**config.mk**
```make
export PLATFORM = sky130hd
export DESIGN_NAME = tl_ul_reg_slave
export DESIGN_NICKNAME = d
export VERILOG_FILES = /design/src/rtl/tl_ul_reg_slave.sv
export SDC_FILE = /design/constraint.sdc
export NUM_CORES = 1
export LEC_CHECK = 0
export CAP_MARGIN = 20
export CORE_MARGIN = 1.5
export CORE_UTILIZATION = 46
export CTS_BUF_LIST = sky130_fd_sc_hd__clkbuf_4
export DETAILED_ROUTE_END_ITERATION = 8
export PLACE_DENSITY = 0.79
export SLEW_MARGIN = 0
export SYNTH_ARGS = -nofsm -noshare
export SYNTH_HDL_FRONTEND = slang
export SYNTH_SLANG_ARGS = --single-unit
```
**constraint.sdc**
```tcl
create_clock -name clk -period 2.1 [get_ports clk]
set_input_delay 0.21 -clock clk [delete_from_list [all_inputs] [get_ports clk]]
set_output_delay 0.21 -clock clk [all_outputs]
set_load 0.01 [all_outputs]
```
**src/rtl/tl_ul_reg_slave.sv**
```systemverilog
// rtl/tl_ul_reg_slave.sv - TL-UL register-file slave with programmable response latency
module tl_ul_reg_slave #(
    parameter int                    ADDR_WIDTH = 32,
    parameter int                    DATA_WIDTH = 32,
    parameter int                    MASK_WIDTH = DATA_WIDTH / 8,
    parameter int                    SIZE_WIDTH = 3,
    parameter int                    SRC_WIDTH  = 2,
    parameter int                    SINK_WIDTH = 1,
    parameter int                    NUM_REGS   = 8,
    parameter logic [ADDR_WIDTH-1:0] BASE_ADDR  = 32'h0000_0000,
    parameter int                    LATENCY    = 1
) (
    input  logic                           clk,
    input  logic                           reset_n,
    input  logic                           a_valid,
    output logic                           a_ready,
    input  logic [2:0]                     a_opcode,
    input  logic [2:0]                     a_param,
    input  logic [SIZE_WIDTH-1:0]          a_size,
    input  logic [SRC_WIDTH-1:0]           a_source,
    input  logic [ADDR_WIDTH-1:0]          a_address,
    input  logic [MASK_WIDTH-1:0]          a_mask,
    input  logic [DATA_WIDTH-1:0]          a_data,
    output logic                           d_valid,
    input  logic                           d_ready,
    output logic [2:0]                     d_opcode,
    output logic [2:0]                     d_param,
    output logic [SIZE_WIDTH-1:0]          d_size,
    output logic [SRC_WIDTH-1:0]           d_source,
    output logic [SINK_WIDTH-1:0]          d_sink,
    output logic [DATA_WIDTH-1:0]          d_data,
    output logic                           d_error,
    output logic [NUM_REGS*DATA_WIDTH-1:0] regs_q
);

    localparam int                    IDX_W    = (NUM_REGS > 1) ? $clog2(NUM_REGS) : 1;
    localparam logic [ADDR_WIDTH-1:0] REG_SPAN = ADDR_WIDTH'(NUM_REGS * 4);
    localparam logic [2:0]            OP_PUT_FULL = 3'd0;
    localparam logic [2:0]            OP_PUT_PART = 3'd1;
    localparam logic [2:0]            OP_GET      = 3'd4;

    typedef enum logic [1:0] {
        ST_IDLE,
        ST_WAIT,
        ST_RESP
    } state_e;

    state_e                  state_q, state_d;
    logic [3:0]              cnt_q, cnt_d;
    logic                    get_q;
    logic                    err_q;
    logic [SIZE_WIDTH-1:0]   size_q;
    logic [SRC_WIDTH-1:0]    source_q;
    logic [IDX_W-1:0]        idx_q;
    logic [MASK_WIDTH-1:0]   mask_q;
    logic [DATA_WIDTH-1:0]   wdata_q;
    logic [DATA_WIDTH-1:0]   rdata_q;
    logic [DATA_WIDTH-1:0]   reg_q [NUM_REGS];

    logic                    accept;
    logic                    commit;
    logic [ADDR_WIDTH:0]     offset_ext;
    logic [ADDR_WIDTH-1:0]   offset;
    logic                    below_base;
    logic                    in_range;
    logic                    op_ok;
    logic                    size_ok;
    logic                    misaligned;
    logic                    a_err;
    logic [IDX_W-1:0]        a_idx;
    logic                    unused_a_param;

    assign unused_a_param = ^a_param;

    // Extra MSB on the subtraction acts as the borrow, so "below base" needs no compare against a constant.
    assign offset_ext = {1'b0, a_address} - {1'b0, BASE_ADDR};
    assign below_base = offset_ext[ADDR_WIDTH];
    assign offset     = offset_ext[ADDR_WIDTH-1:0];
    assign in_range   = !below_base && (offset < REG_SPAN);
    assign op_ok      = (a_opcode == OP_PUT_FULL) || (a_opcode == OP_PUT_PART) || (a_opcode == OP_GET);
    assign size_ok    = (a_size <= SIZE_WIDTH'(2));
    assign a_idx      = offset[IDX_W+1:2];

    always_comb begin
        misaligned = 1'b0;
        if (a_size == SIZE_WIDTH'(1)) begin
            misaligned = a_address[0];
        end else if (a_size == SIZE_WIDTH'(2)) begin
            misaligned = |a_address[1:0];
        end
    end

    assign a_err  = !op_ok || !size_ok || misaligned || !in_range;
    assign accept = a_valid && (state_q == ST_IDLE);
    assign commit = (state_q == ST_WAIT) && (cnt_q == 4'd0);

    always_ff @(posedge clk or negedge reset_n) begin
        if (!reset_n) begin
            state_q <= ST_IDLE;
            cnt_q   <= 4'd0;
        end else begin
            state_q <= state_d;
            cnt_q   <= cnt_d;
        end
    end

    // Every request passes through WAIT; the counter gives LATENCY extra cycles before RESP.
    always_comb begin
        state_d = state_q;
        cnt_d   = cnt_q;
        case (state_q)
            ST_IDLE: begin
                if (a_valid) begin
                    state_d = ST_WAIT;
                    cnt_d   = 4'(LATENCY);
                end
            end
            ST_WAIT: begin
                if (cnt_q == 4'd0) begin
                    state_d = ST_RESP;
                end else begin
                    cnt_d = cnt_q - 4'd1;
                end
            end
            ST_RESP: begin
                if (d_ready) begin
                    state_d = ST_IDLE;
                end
            end
            default: begin
                state_d = ST_IDLE;
                cnt_d   = 4'd0;
            end
        endcase
    end

    always_ff @(posedge clk or negedge reset_n) begin
        if (!reset_n) begin
            get_q    <= 1'b0;
            err_q    <= 1'b0;
            size_q   <= '0;
            source_q <= '0;
            idx_q    <= '0;
            mask_q   <= '0;
            wdata_q  <= '0;
            rdata_q  <= '0;
            for (int i = 0; i < NUM_REGS; i++) begin
                reg_q[i] <= '0;
            end
        end else begin
            if (accept) begin
                get_q    <= (a_opcode == OP_GET);
                err_q    <= a_err;
                size_q   <= a_size;
                source_q <= a_source;
                idx_q    <= a_idx;
                mask_q   <= a_mask;
                wdata_q  <= a_data;
            end
            // Register write and read capture share the edge that enters RESP.
            if (commit) begin
                rdata_q <= (get_q && !err_q) ? reg_q[idx_q] : '0;
                if (!get_q && !err_q) begin
                    for (int b = 0; b < MASK_WIDTH; b++) begin
                        if (mask_q[b]) begin
                            reg_q[idx_q][8*b +: 8] <= wdata_q[8*b +: 8];
                        end
                    end
                end
            end
        end
    end

    always_comb begin
        regs_q = '0;
        for (int i = 0; i < NUM_REGS; i++) begin
            regs_q[DATA_WIDTH*i +: DATA_WIDTH] = reg_q[i];
        end
    end

    assign a_ready  = (state_q == ST_IDLE);
    assign d_valid  = (state_q == ST_RESP);
    assign d_opcode = {2'b00, get_q};
    assign d_param  = 3'd0;
    assign d_size   = size_q;
    assign d_source = source_q;
    assign d_sink   = '0;
    assign d_data   = rdata_q;
    assign d_error  = err_q;

endmodule

```
Yosys cells after proc, flatten, opt, wreduce, memory -nomap -nowiden
Cells that the tools add are included.
{"block": "word_totals", "out_inout_bits": 303, "reg_bits": 340}
{"block": "classes", "order_cmp": 4, "mux": 35, "eq_ne": 10, "reduce_logical": 22, "n_addsub": 1, "bitwise_logic": 2}
{"operator": "two-way mux 256 bit", "n": 10}
{"operator": "bitwise mux 256 bit", "n": 4}
{"operator": "demux 32 bit (select 3 bit)", "n": 4}
{"operator": "two-way mux 32 bit", "n": 4}
{"operator": "binary-select mux 32 bit (select 3 bit)", "n": 1}
{"operator": "< comparator 32 x 6 -> 1 bit, second input constant", "n": 1}
{"operator": "two-way mux 24 bit", "n": 1}
{"operator": "two-way mux 16 bit", "n": 1}
{"operator": "one-hot mux 4 bit (3 select lines)", "n": 1}
{"operator": "two-way mux 4 bit", "n": 2}
{"operator": "two-way mux 8 bit", "n": 1}
{"operator": "equality test 3 x 1 -> 1 bit, second input constant", "n": 2}
{"operator": "two-way mux 2 bit", "n": 3}
{"operator": "one-hot mux 2 bit (3 select lines)", "n": 1}
{"operator": "AND reduction 3 bit", "n": 2}
{"operator": "logical AND 1 bit", "n": 5}
{"operator": "zero test 1 bit", "n": 5}
{"operator": "logical OR 1 bit", "n": 5}
{"operator": "greater-or-equal comparator 4 bit, second input constant", "n": 1}
{"operator": "zero test 4 bit", "n": 1}
{"operator": "< comparator 4 x 1 -> 1 bit, second input constant", "n": 1}
{"operator": "inequality test 2 x 1 -> 1 bit, second input constant", "n": 2}
{"operator": "inequality test 2 bit, second input constant", "n": 2}
{"operator": "NOT 3 -> 4 bit", "n": 1}
{"operator": "other kinds (12)", "n": 13}

Longest topological paths before layout
Gate-level depths: netlist (run 1).
{"block": "logic_depth", "ltp_word": 19, "mapped_depth": 8}

Worst setup path before layout (run 1)
Ideal clock, no wire load.
{"block": "synth_timing", "kind": "register -> register", "startpoint": "register cnt_q[0]", "endpoint": "register reg_q, in the netlist regs_q[66]", "stages_incl_launch_ff": 8, "path_buffers": 1, "t_arrival_ns": 1.890, "setup_slack_ns": 0.085, "required_time_ns": 1.975, "synth_period_minus_slack_ns": 2.015, "cell_sequence": "dfrtp_1 > inv_1 > ha_1 > and4bb_1 > buf_4 > nand4_4 > nor3_4 > mux2_2"}
{"block": "synth_via", "elab_chain_cells": 3}
{"item": "from (decl)", "line": "49", "source": "logic [3:0] cnt_q, cnt_d;"}
{"item": "from (signal assigned)", "line": "103", "source": "cnt_q <= cnt_d;"}
{"item": "zero test 4 bit", "line": "95", "source": "assign commit = (state_q == ST_WAIT) && (cnt_q == 4'd0);"}
{"item": "logical AND 1 bit", "line": "95"}
{"item": "AND reduction 2 bit (no line)"}
{"item": "to (signal, indexed assignment)", "line": "166", "source": "reg_q[idx_q][8*b +: 8] <= wdata_q[8*b +: 8];"}
{"item": "to (decl)", "line": "58", "source": "logic [DATA_WIDTH-1:0] reg_q [NUM_REGS];"}
Every way passes these cells.
A chain may end at the register's enable or synchronous reset.

Worst setup path after layout (run 1)
{"block": "layout_timing", "startpoint": "register cnt_q[0]", "endpoint": "register reg_q, in the netlist regs_q[70]"}
The elaborated chain is that of the path after synthesis.

==> results of run 1 <==
-- worst max path at each step --
stage / to / slack [ns] / cells past startpoint
after floorplan: regs_q[66] / 0.09 / 7
after global placement: regs_q[87] / 0.02 / 8
after detailed placement: regs_q[79] / -0.03 / 8
after CTS: regs_q[94] / 0.005 / 8
after global routing: regs_q[70] / -0.08 / 8
final: regs_q[70] / 0.03 / 8
-- metal layers --
metal  vias up  part of all wire (%)  GRT usage, %
met5         -                 0.027             0
met4         2                   2.6         9.124
met3        80                   7.3         7.543
met2       408                    49         44.29
met1      5476                    41         34.40
li1       4537                     -             -
-- Yosys cell counts (5+ instances only) --
cell type                    n
sky130_fd_sc_hd__buf_4      12
sky130_fd_sc_hd__a21oi_1     5
sky130_fd_sc_hd__mux2i_1     8
sky130_fd_sc_hd__nor2_1      5
sky130_fd_sc_hd__nor4_1      5
sky130_fd_sc_hd__nor3_1      5
sky130_fd_sc_hd__mux2_2    297
sky130_fd_sc_hd__nor2_2     30
sky130_fd_sc_hd__mux4_2     60
sky130_fd_sc_hd__nand2_1    17
sky130_fd_sc_hd__dfrtp_1   340
sky130_fd_sc_hd__clkbuf_1   13
sky130_fd_sc_hd__and2_1     27
sky130_fd_sc_hd__a221o_1    28
sky130_fd_sc_hd__nor3_4      5
sky130_fd_sc_hd__buf_2      14
sky130_fd_sc_hd__inv_1       5
-- area by class of cell --
class	count	area share, %
clock inverters	24	0.5293
well taps	402	2.364
multi-input cells	544	29.56
inverters	6	0.1059
diodes	5	0.05881
flip-flops and latches	340	40.02
clock buffers	129	4.552
repair buffers	447	22.80
-- repair_timing --
item | in CTS | in global routing
setup endpoints to repair | 14 | 251
hold endpoints to repair | 340 | 0
resized for setup | 6 | 47
buffers inserted | 2 | 1
hold buffers | 1 | 0
pin swaps | 3 | 5
-- stage by stage --
| stage | setup WS, ns | total power [mW] | TNS [ns] | util, % | instances |
|---|---|---|---|---|---|
| after global routing | -0.08415 | 19.49 | -5.977 | 67.25 | 1897 |
| after CTS | 0.004893 | 18.63 | 0 | 66.63 | 1891 |
| after detailed placement | -0.03432 | 13.01 | -0.4533 | 63.10 | 1735 |
| final | 0.02820 | 18.53 | 0 | 67.25 | 1897 |
| after floorplan | 0.08503 | 10.74 | 0 | - | 934 |
| after global placement | 0.01740 | 12.85 | 0 | 63.10 | 1735 |
-- logic make-up after synthesis --
kind of cell | count (synthesis) | share of synthesized area (%)
multiplexers | 368 | 32.41
flip-flops | 340 | 57.33
buffers and inverters | 50 | 1.745
adder cells (fa/ha/maj) | 1 | 0.08429
AND/OR/NAND/NOR | 118 | 5.454
other | 1 | 0.02527
AO/OA/AOI/OAI | 51 | 2.959
-- power by group through the flow --
stage          clock network (mW)  registers, mW  logic, mW
2_1_floorplan                   0           8.13       2.61
3_3_place_gp                    0           8.42       4.42
3_5_place_dp                    0           8.47       4.54
4_1_cts                      5.67           8.37       4.60
5_1_grt                      6.02           8.56       4.90
6_report                     5.51           8.43       4.59
-- critical path, cell delays in order, from the launching register on --
cell	delay [ns]
sky130_fd_sc_hd__dfrtp_1	0.38
sky130_fd_sc_hd__inv_2	0.08
sky130_fd_sc_hd__ha_4	0.13
sky130_fd_sc_hd__and4bb_1	0.24
sky130_fd_sc_hd__buf_12	0.15
sky130_fd_sc_hd__nand4_4	0.22
sky130_fd_sc_hd__nor3_4	0.28
sky130_fd_sc_hd__buf_12	0.17
sky130_fd_sc_hd__mux2_4	0.31
-- state kept, by name, summed over array words and instances, names as in the netlist, 3 cells and up --
name     cells
regs_q     256
d_size       3
cnt_q        4
mask_q       4
wdata_q     32
idx_q        3
d_data      32
==> run_summary.xml, run 1 <==
<?xml version="1.0" encoding="UTF-8"?>
<metrics>
  <group name="critical_path">
    <metric name="r2r_start" unit="">cnt_q[0]</metric>
    <metric name="reg2reg_depth" unit="">8</metric>
    <metric name="setup.worst_path.start_class" unit="">flip-flop</metric>
    <metric name="timing.critical_path.arrival" unit="ns">2.62</metric>
    <metric name="worst_reg2reg_endpoint" unit="">regs_q[70]</metric>
    <metric name="critPathKind" unit="">flip-flop to flip-flop</metric>
    <metric name="highest_net_fanout_along_the_worst_path" unit="">8</metric>
    <metric name="reg2reg_setup_slack" unit="ns">0.03</metric>
    <metric name="type_of_destination_of_the_critical_path" unit="">flip-flop</metric>
    <metric name="cp_data_required_time" unit="ns">2.65</metric>
    <metric name="critical_path.startpoint" unit="">cnt_q[0]</metric>
  </group>
  <group name="logic_synthesis">
    <metric name="syn_area" unit="mm^2">0.01484</metric>
    <metric name="ys.warnings.count" unit="">0</metric>
    <metric name="dominantRegCellSynth" unit="">sky130_fd_sc_hd__dfrtp_1</metric>
    <metric name="synth_area_leader_cell" unit="">sky130_fd_sc_hd__dfrtp_1</metric>
    <metric name="ys_seq_area_share" unit="%">57.33</metric>
    <metric name="synthesis.instances" unit="">929</metric>
    <metric name="synth_cell_types" unit="">44</metric>
    <metric name="ys_async_sr_fraction" unit="%">100.0</metric>
    <metric name="ys_seq_elements" unit="">340</metric>
    <metric name="synth-edff-count" unit="">0</metric>
    <metric name="ys_top_cells_by_area" unit="">sky130_fd_sc_hd__dfrtp_1 57%, sky130_fd_sc_hd__mux2_2 23%, sky130_fd_sc_hd__mux4_2 9.1%</metric>
    <metric name="avg_synthesized_cell_area" unit="um^2">15.98</metric>
    <metric name="synth_top_area_share" unit="%">57.33</metric>
  </group>
  <group name="grt">
    <metric name="first_global_vias" unit="">11420</metric>
    <metric name="grt_use_total" unit="%">26.93</metric>
    <metric name="global_route_wire_length_before_repair" unit="mm">68.15</metric>
    <metric name="grt_start_max_net_pins" unit="">77</metric>
    <metric name="overflow" unit="">0</metric>
    <metric name="antenna_violations_before_repair" unit="">6</metric>
  </group>
  <group name="floorplanning">
    <metric name="num_rows" unit="">65</metric>
    <metric name="die_area" unit="mm^2">0.03335</metric>
    <metric name="die_w" unit="um">182.6</metric>
    <metric name="top_level_ports" unit="">386</metric>
    <metric name="coreArea" unit="mm^2">0.03164</metric>
    <metric name="floorplan_die_height" unit="um">182.6</metric>
    <metric name="start_util" unit="%">46.91</metric>
  </group>
  <group name="final_layout">
    <metric name="final_cell_mix" unit="">373 x sky130_fd_sc_hd__clkdlybuf4s50_1, 338 x sky130_fd_sc_hd__dfrtp_1, 257 x sky130_fd_sc_hd__mux2_2</metric>
    <metric name="fillerInstances" unit="">2249</metric>
    <metric name="areaGrowthSynthToFinish" unit="%">43.36</metric>
    <metric name="final_layout_size_suffix_gt1_share" unit="%">41.41</metric>
    <metric name="stdcell_area" unit="mm^2">0.02128</metric>
    <metric name="total_area_of_multi_input_combinational_cells" unit="mm^2">0.006290</metric>
    <metric name="layout_commonest_cell" unit="">sky130_fd_sc_hd__clkdlybuf4s50_1</metric>
    <metric name="regArea" unit="mm^2">0.008516</metric>
    <metric name="nNetsFinal" unit="">1513</metric>
  </group>
  <group name="power_and_ir_drop">
    <metric name="power.share.combinational" unit="%">24.8</metric>
    <metric name="netSwitchingPower" unit="mW">6.083</metric>
    <metric name="internal_power" unit="mW">12.44</metric>
    <metric name="power_per_cell_area" unit="mW/mm^2">870.7</metric>
    <metric name="p_sw_share" unit="%">32.84</metric>
    <metric name="clock_power_share" unit="%">29.7</metric>
    <metric name="cellLeakagePower" unit="nW">9.520</metric>
    <metric name="vdd_ir_drop_max" unit="uV">591.8</metric>
    <metric name="seq_pwr_share" unit="%">45.5</metric>
  </group>
  <group name="placement">
    <metric name="gp_congestion" unit="">0.8310</metric>
    <metric name="numPortBuffers" unit="">376</metric>
    <metric name="dp_hpwl" unit="mm">29.98</metric>
    <metric name="placed_cell_area" unit="mm^2">0.01996</metric>
  </group>
  <group name="timing">
    <metric name="final.min_clock_period" unit="ns">2.072</metric>
    <metric name="worstMarginPinSlew" unit="ns">0.4930</metric>
    <metric name="hold_viol_final" unit="">0</metric>
    <metric name="grt_setup_unrepaired" unit="">true</metric>
    <metric name="fmax" unit="MHz">482.7</metric>
    <metric name="setup_violating_endpoint_count_in_the_final_report" unit="">0</metric>
    <metric name="final.setup_skew" unit="ns">0.05740</metric>
    <metric name="ratio_of_final_minimum_period_to_clock_period" unit="%">98.66</metric>
    <metric name="fin_hold_ws" unit="ns">0.04462</metric>
    <metric name="slew-limit-headroom" unit="%">66.28</metric>
    <metric name="slew_violations" unit="">0</metric>
  </group>
  <group name="drt">
    <metric name="dr.pass1.iters" unit="">7</metric>
    <metric name="antenna_violating_nets_left" unit="">0</metric>
    <metric name="drc_errors_left" unit="">0</metric>
    <metric name="routed-via-count" unit="">10500</metric>
    <metric name="routed_wirelength" unit="mm">44.21</metric>
    <metric name="drt-initial-drc-count" unit="">497</metric>
    <metric name="vias_per_cell" unit="">5.537</metric>
    <metric name="routed_wire_length_per_instance" unit="um">23.30</metric>
  </group>
  <group name="clock_network">
    <metric name="clkTransAtPathRegs" unit="ns">0.06</metric>
    <metric name="numCtsBuffers" unit="">90</metric>
    <metric name="tritoncts_num_sinks" unit="">340</metric>
    <metric name="root_buffer" unit="">sky130_fd_sc_hd__clkbuf_4</metric>
    <metric name="h-tree-depth" unit="">3</metric>
    <metric name="clock_latency" unit="ns">0.71</metric>
    <metric name="cts.path.max_buffers" unit="">3</metric>
    <metric name="cts_tree" unit="">done</metric>
  </group>
  <group name="flow_run">
    <metric name="max_cap_viol_count" unit="">0</metric>
  </group>
  <group name="status">
    <metric name="run_status" unit="">finished, final reports clean</metric>
  </group>
  <group name="min_path">
    <metric name="worstHoldPathType" unit="">input port to asynchronous set/reset pin</metric>
  </group>
</metrics>
Power figures use the tool's default switching activity.
==> run 2, diff against run 1 <==
--- a/config.mk
+++ b/config.mk
@@ -7,10 +7,10 @@
 export LEC_CHECK = 0
 export CAP_MARGIN = 20
 export CORE_MARGIN = 1.5
-export CORE_UTILIZATION = 46
+export CORE_UTILIZATION = 52
 export CTS_BUF_LIST = sky130_fd_sc_hd__clkbuf_4
 export DETAILED_ROUTE_END_ITERATION = 8
-export PLACE_DENSITY = 0.79
+export PLACE_DENSITY = 0.91
 export SLEW_MARGIN = 0
 export SYNTH_ARGS = -nofsm -noshare
 export SYNTH_HDL_FRONTEND = slang
==> constraint.sdc (replaced) <==
create_clock -name clk -period 2.4 [get_ports clk]
set_input_delay 0.24 -clock clk [delete_from_list [all_inputs] [get_ports clk]]
set_output_delay 0.24 -clock clk [all_outputs]
set_load 0.01 [all_outputs]
==> run 2 against run 1 <==
  * Power is 15% lower
  * Final cell count fell by 2.6%
  * Register-to-register slack improved by 0.12 ns
  * Critical path depth stayed put
  * First-iteration DRC count increased by 26%
  * Worst setup slack improved by 0.12 ns
  * Flip-flop and latch count did not move
  * Largest cell class unchanged
==> run_summary.xml, run 2 (synthesis results as in run 1) <==
<?xml version="1.0" encoding="UTF-8"?>
<metrics>
  <group name="grt">
    <metric name="overflow" unit="">0</metric>
    <metric name="antenna_violations_before_repair" unit="">2</metric>
    <metric name="grt_start_max_net_pins" unit="">65</metric>
    <metric name="first_global_vias" unit="">11540</metric>
    <metric name="global_route_wire_length_before_repair" unit="mm">66.94</metric>
    <metric name="grt_use_total" unit="%">30.43</metric>
  </group>
  <group name="power_and_ir_drop">
    <metric name="power.total" unit="mW">15.77</metric>
    <metric name="cellLeakagePower" unit="nW">9.281</metric>
    <metric name="vdd_ir_drop_max" unit="uV">457.2</metric>
    <metric name="power_per_cell_area" unit="mW/mm^2">771.1</metric>
  </group>
  <group name="final_layout">
    <metric name="fillerInstances" unit="">1789</metric>
    <metric name="final_layout_size_suffix_gt1_share" unit="%">40.22</metric>
    <metric name="areaGrowthSynthToFinish" unit="%">37.79</metric>
    <metric name="nNetsFinal" unit="">1500</metric>
    <metric name="total_area_of_multi_input_combinational_cells" unit="mm^2">0.006098</metric>
    <metric name="largest_register_ffs" unit="">256</metric>
    <metric name="regArea" unit="mm^2">0.008516</metric>
    <metric name="layout_commonest_cell" unit="">sky130_fd_sc_hd__clkdlybuf4s50_1</metric>
    <metric name="final_cell_mix" unit="">375 x sky130_fd_sc_hd__clkdlybuf4s50_1, 338 x sky130_fd_sc_hd__dfrtp_1, 297 x sky130_fd_sc_hd__mux2_2</metric>
  </group>
  <group name="clock_network">
    <metric name="post_cts_resize_count" unit="">0</metric>
    <metric name="h-tree-depth" unit="">3</metric>
    <metric name="root_buffer" unit="">sky130_fd_sc_hd__clkbuf_4</metric>
    <metric name="numCtsBuffers" unit="">87</metric>
    <metric name="cts_tree" unit="">done</metric>
    <metric name="cts.path.max_buffers" unit="">3</metric>
    <metric name="tritoncts_num_sinks" unit="">340</metric>
    <metric name="clkTransAtPathRegs" unit="ns">0.07</metric>
    <metric name="clock_latency" unit="ns">0.71</metric>
  </group>
  <group name="drt">
    <metric name="vias_per_cell" unit="">5.667</metric>
    <metric name="dr.pass1.iters" unit="">8</metric>
    <metric name="antenna_violating_nets_left" unit="">0</metric>
    <metric name="routed_wire_length_per_instance" unit="um">23.73</metric>
    <metric name="routed-via-count" unit="">10470</metric>
    <metric name="drt-initial-drc-count" unit="">627</metric>
    <metric name="drc_errors_left" unit="">0</metric>
    <metric name="routed_wirelength" unit="mm">43.84</metric>
  </group>
  <group name="timing">
    <metric name="slew-limit-headroom" unit="%">45.16</metric>
    <metric name="grt_setup_unrepaired" unit="">false</metric>
    <metric name="slew_violations" unit="">0</metric>
    <metric name="fmax" unit="MHz">445.0</metric>
    <metric name="worstMarginPinSlew" unit="ns">0.8163</metric>
    <metric name="final.setup_skew" unit="ns">0.06880</metric>
    <metric name="ratio_of_final_minimum_period_to_clock_period" unit="%">93.63</metric>
    <metric name="timing.setup.tns" unit="ns">0</metric>
    <metric name="final.min_clock_period" unit="ns">2.247</metric>
    <metric name="hold_viol_final" unit="">0</metric>
    <metric name="setup_violating_endpoint_count_in_the_final_report" unit="">0</metric>
  </group>
  <group name="min_path">
    <metric name="worstHoldPathType" unit="">input port to asynchronous set/reset pin</metric>
  </group>
  <group name="floorplanning">
    <metric name="floorplan_die_height" unit="um">171.9</metric>
    <metric name="top_level_ports" unit="">386</metric>
    <metric name="num_rows" unit="">61</metric>
    <metric name="die_area" unit="mm^2">0.02957</metric>
    <metric name="start_util" unit="%">53.13</metric>
    <metric name="die_w" unit="um">171.9</metric>
    <metric name="coreArea" unit="mm^2">0.02793</metric>
  </group>
  <group name="critical_path">
    <metric name="type_of_destination_of_the_critical_path" unit="">flip-flop</metric>
    <metric name="cp_data_required_time" unit="ns">2.92</metric>
    <metric name="timing.critical_path.arrival" unit="ns">2.77</metric>
    <metric name="r2r_start" unit="">cnt_q[0]</metric>
    <metric name="worst_reg2reg_endpoint" unit="">regs_q[95]</metric>
    <metric name="critPathKind" unit="">flip-flop to flip-flop</metric>
    <metric name="reg2reg_depth" unit="">8</metric>
    <metric name="setup.worst_path.start_class" unit="">flip-flop</metric>
    <metric name="reg2reg_setup_slack" unit="ns">0.15</metric>
    <metric name="critical_path.startpoint" unit="">cnt_q[0]</metric>
    <metric name="highest_net_fanout_along_the_worst_path" unit="">8</metric>
  </group>
  <group name="flow_run">
    <metric name="max_cap_viol_count" unit="">0</metric>
  </group>
  <group name="placement">
    <metric name="numPortBuffers" unit="">376</metric>
    <metric name="dp_hpwl" unit="mm">30.43</metric>
    <metric name="gp_congestion" unit="">0.8412</metric>
  </group>
  <group name="status">
    <metric name="run_status" unit="">finished, final reports clean</metric>
  </group>
</metrics>
run 2: cell count changes in the layout (fill, tap and decap cells not counted), moves of 10 or more:
cell	previous run	this run
sky130_fd_sc_hd__mux2_4	43	0
sky130_fd_sc_hd__mux2_2	257	297
sky130_fd_sc_hd__buf_4	26	53
sky130_fd_sc_hd__buf_12	44	7
sky130_fd_sc_hd__clkbuf_4	129	119
run 2: how the worst max path moves through the flow:
stage / to / slack [ns] / cells past startpoint
after floorplan: regs_q[66] / 0.39 / 7
after global placement: regs_q[86] / 0.24 / 8
after detailed placement: regs_q[78] / 0.20 / 8
after CTS: regs_q[95] / 0.14 / 8
after global routing: regs_q[87] / 0.01 / 8
final: regs_q[95] / 0.15 / 8
run 2: worst max-delay path, cell delays in order (launching register included):
cell	delay (ns)
sky130_fd_sc_hd__dfrtp_1	0.37
sky130_fd_sc_hd__inv_1	0.09
sky130_fd_sc_hd__ha_1	0.19
sky130_fd_sc_hd__and4bb_1	0.21
sky130_fd_sc_hd__buf_4	0.20
sky130_fd_sc_hd__nand4_4	0.22
sky130_fd_sc_hd__nor3_4	0.21
sky130_fd_sc_hd__buf_4	0.23
sky130_fd_sc_hd__mux2_1	0.35
run 2: area by class of cell:
class | count | share of cell area [%]
antenna | 2 | 0.02447
clock buffer | 119 | 4.368
clock inverter | 21 | 0.6179
inverter | 6 | 0.1101
multi-input combinational | 544 | 29.82
sequential | 340 | 41.64
tap | 378 | 2.313
timing repair buffer | 437 | 21.11
run 2: what timing repair did:
action,in CTS,in global routing
hold buffers,1,0
setup buffers,0,0
hold endpoints to repair,340,0
run 2: power breakdown:
| part | internal [mW] | total, mW | switching [mW] |
|---|---|---|---|
| sequential | 6.36 | 7.37 | 1.02 |
| combinational | 1.86 | 3.76 | 1.90 |
| clock | 2.39 | 4.64 | 2.25 |
run 2: per-stage QoR:
step	cells	instance area (um^2)	util (%)	hold slack (ns)	setup WS, ns
global route	1847	20450	73.21	0.03872	0.01264
floorplan	934	14860	-	-0.05559	0.3850
CTS	1845	20450	73.19	0.04350	0.1412
detailed placement	1704	19420	69.51	0.1974	0.2007
finish	1847	20450	73.21	0.05320	0.1528
global placement	1704	19420	69.51	0.1934	0.2442
run 2: metal layers:
layer  GRT usage (%)  up-vias  wire length, um
li1                -     4506                -
met1           38.13     5413            17180
met5               0        -                0
met2           49.91      445            21600
met3           8.446      103             3541
met4           12.82        0             1514
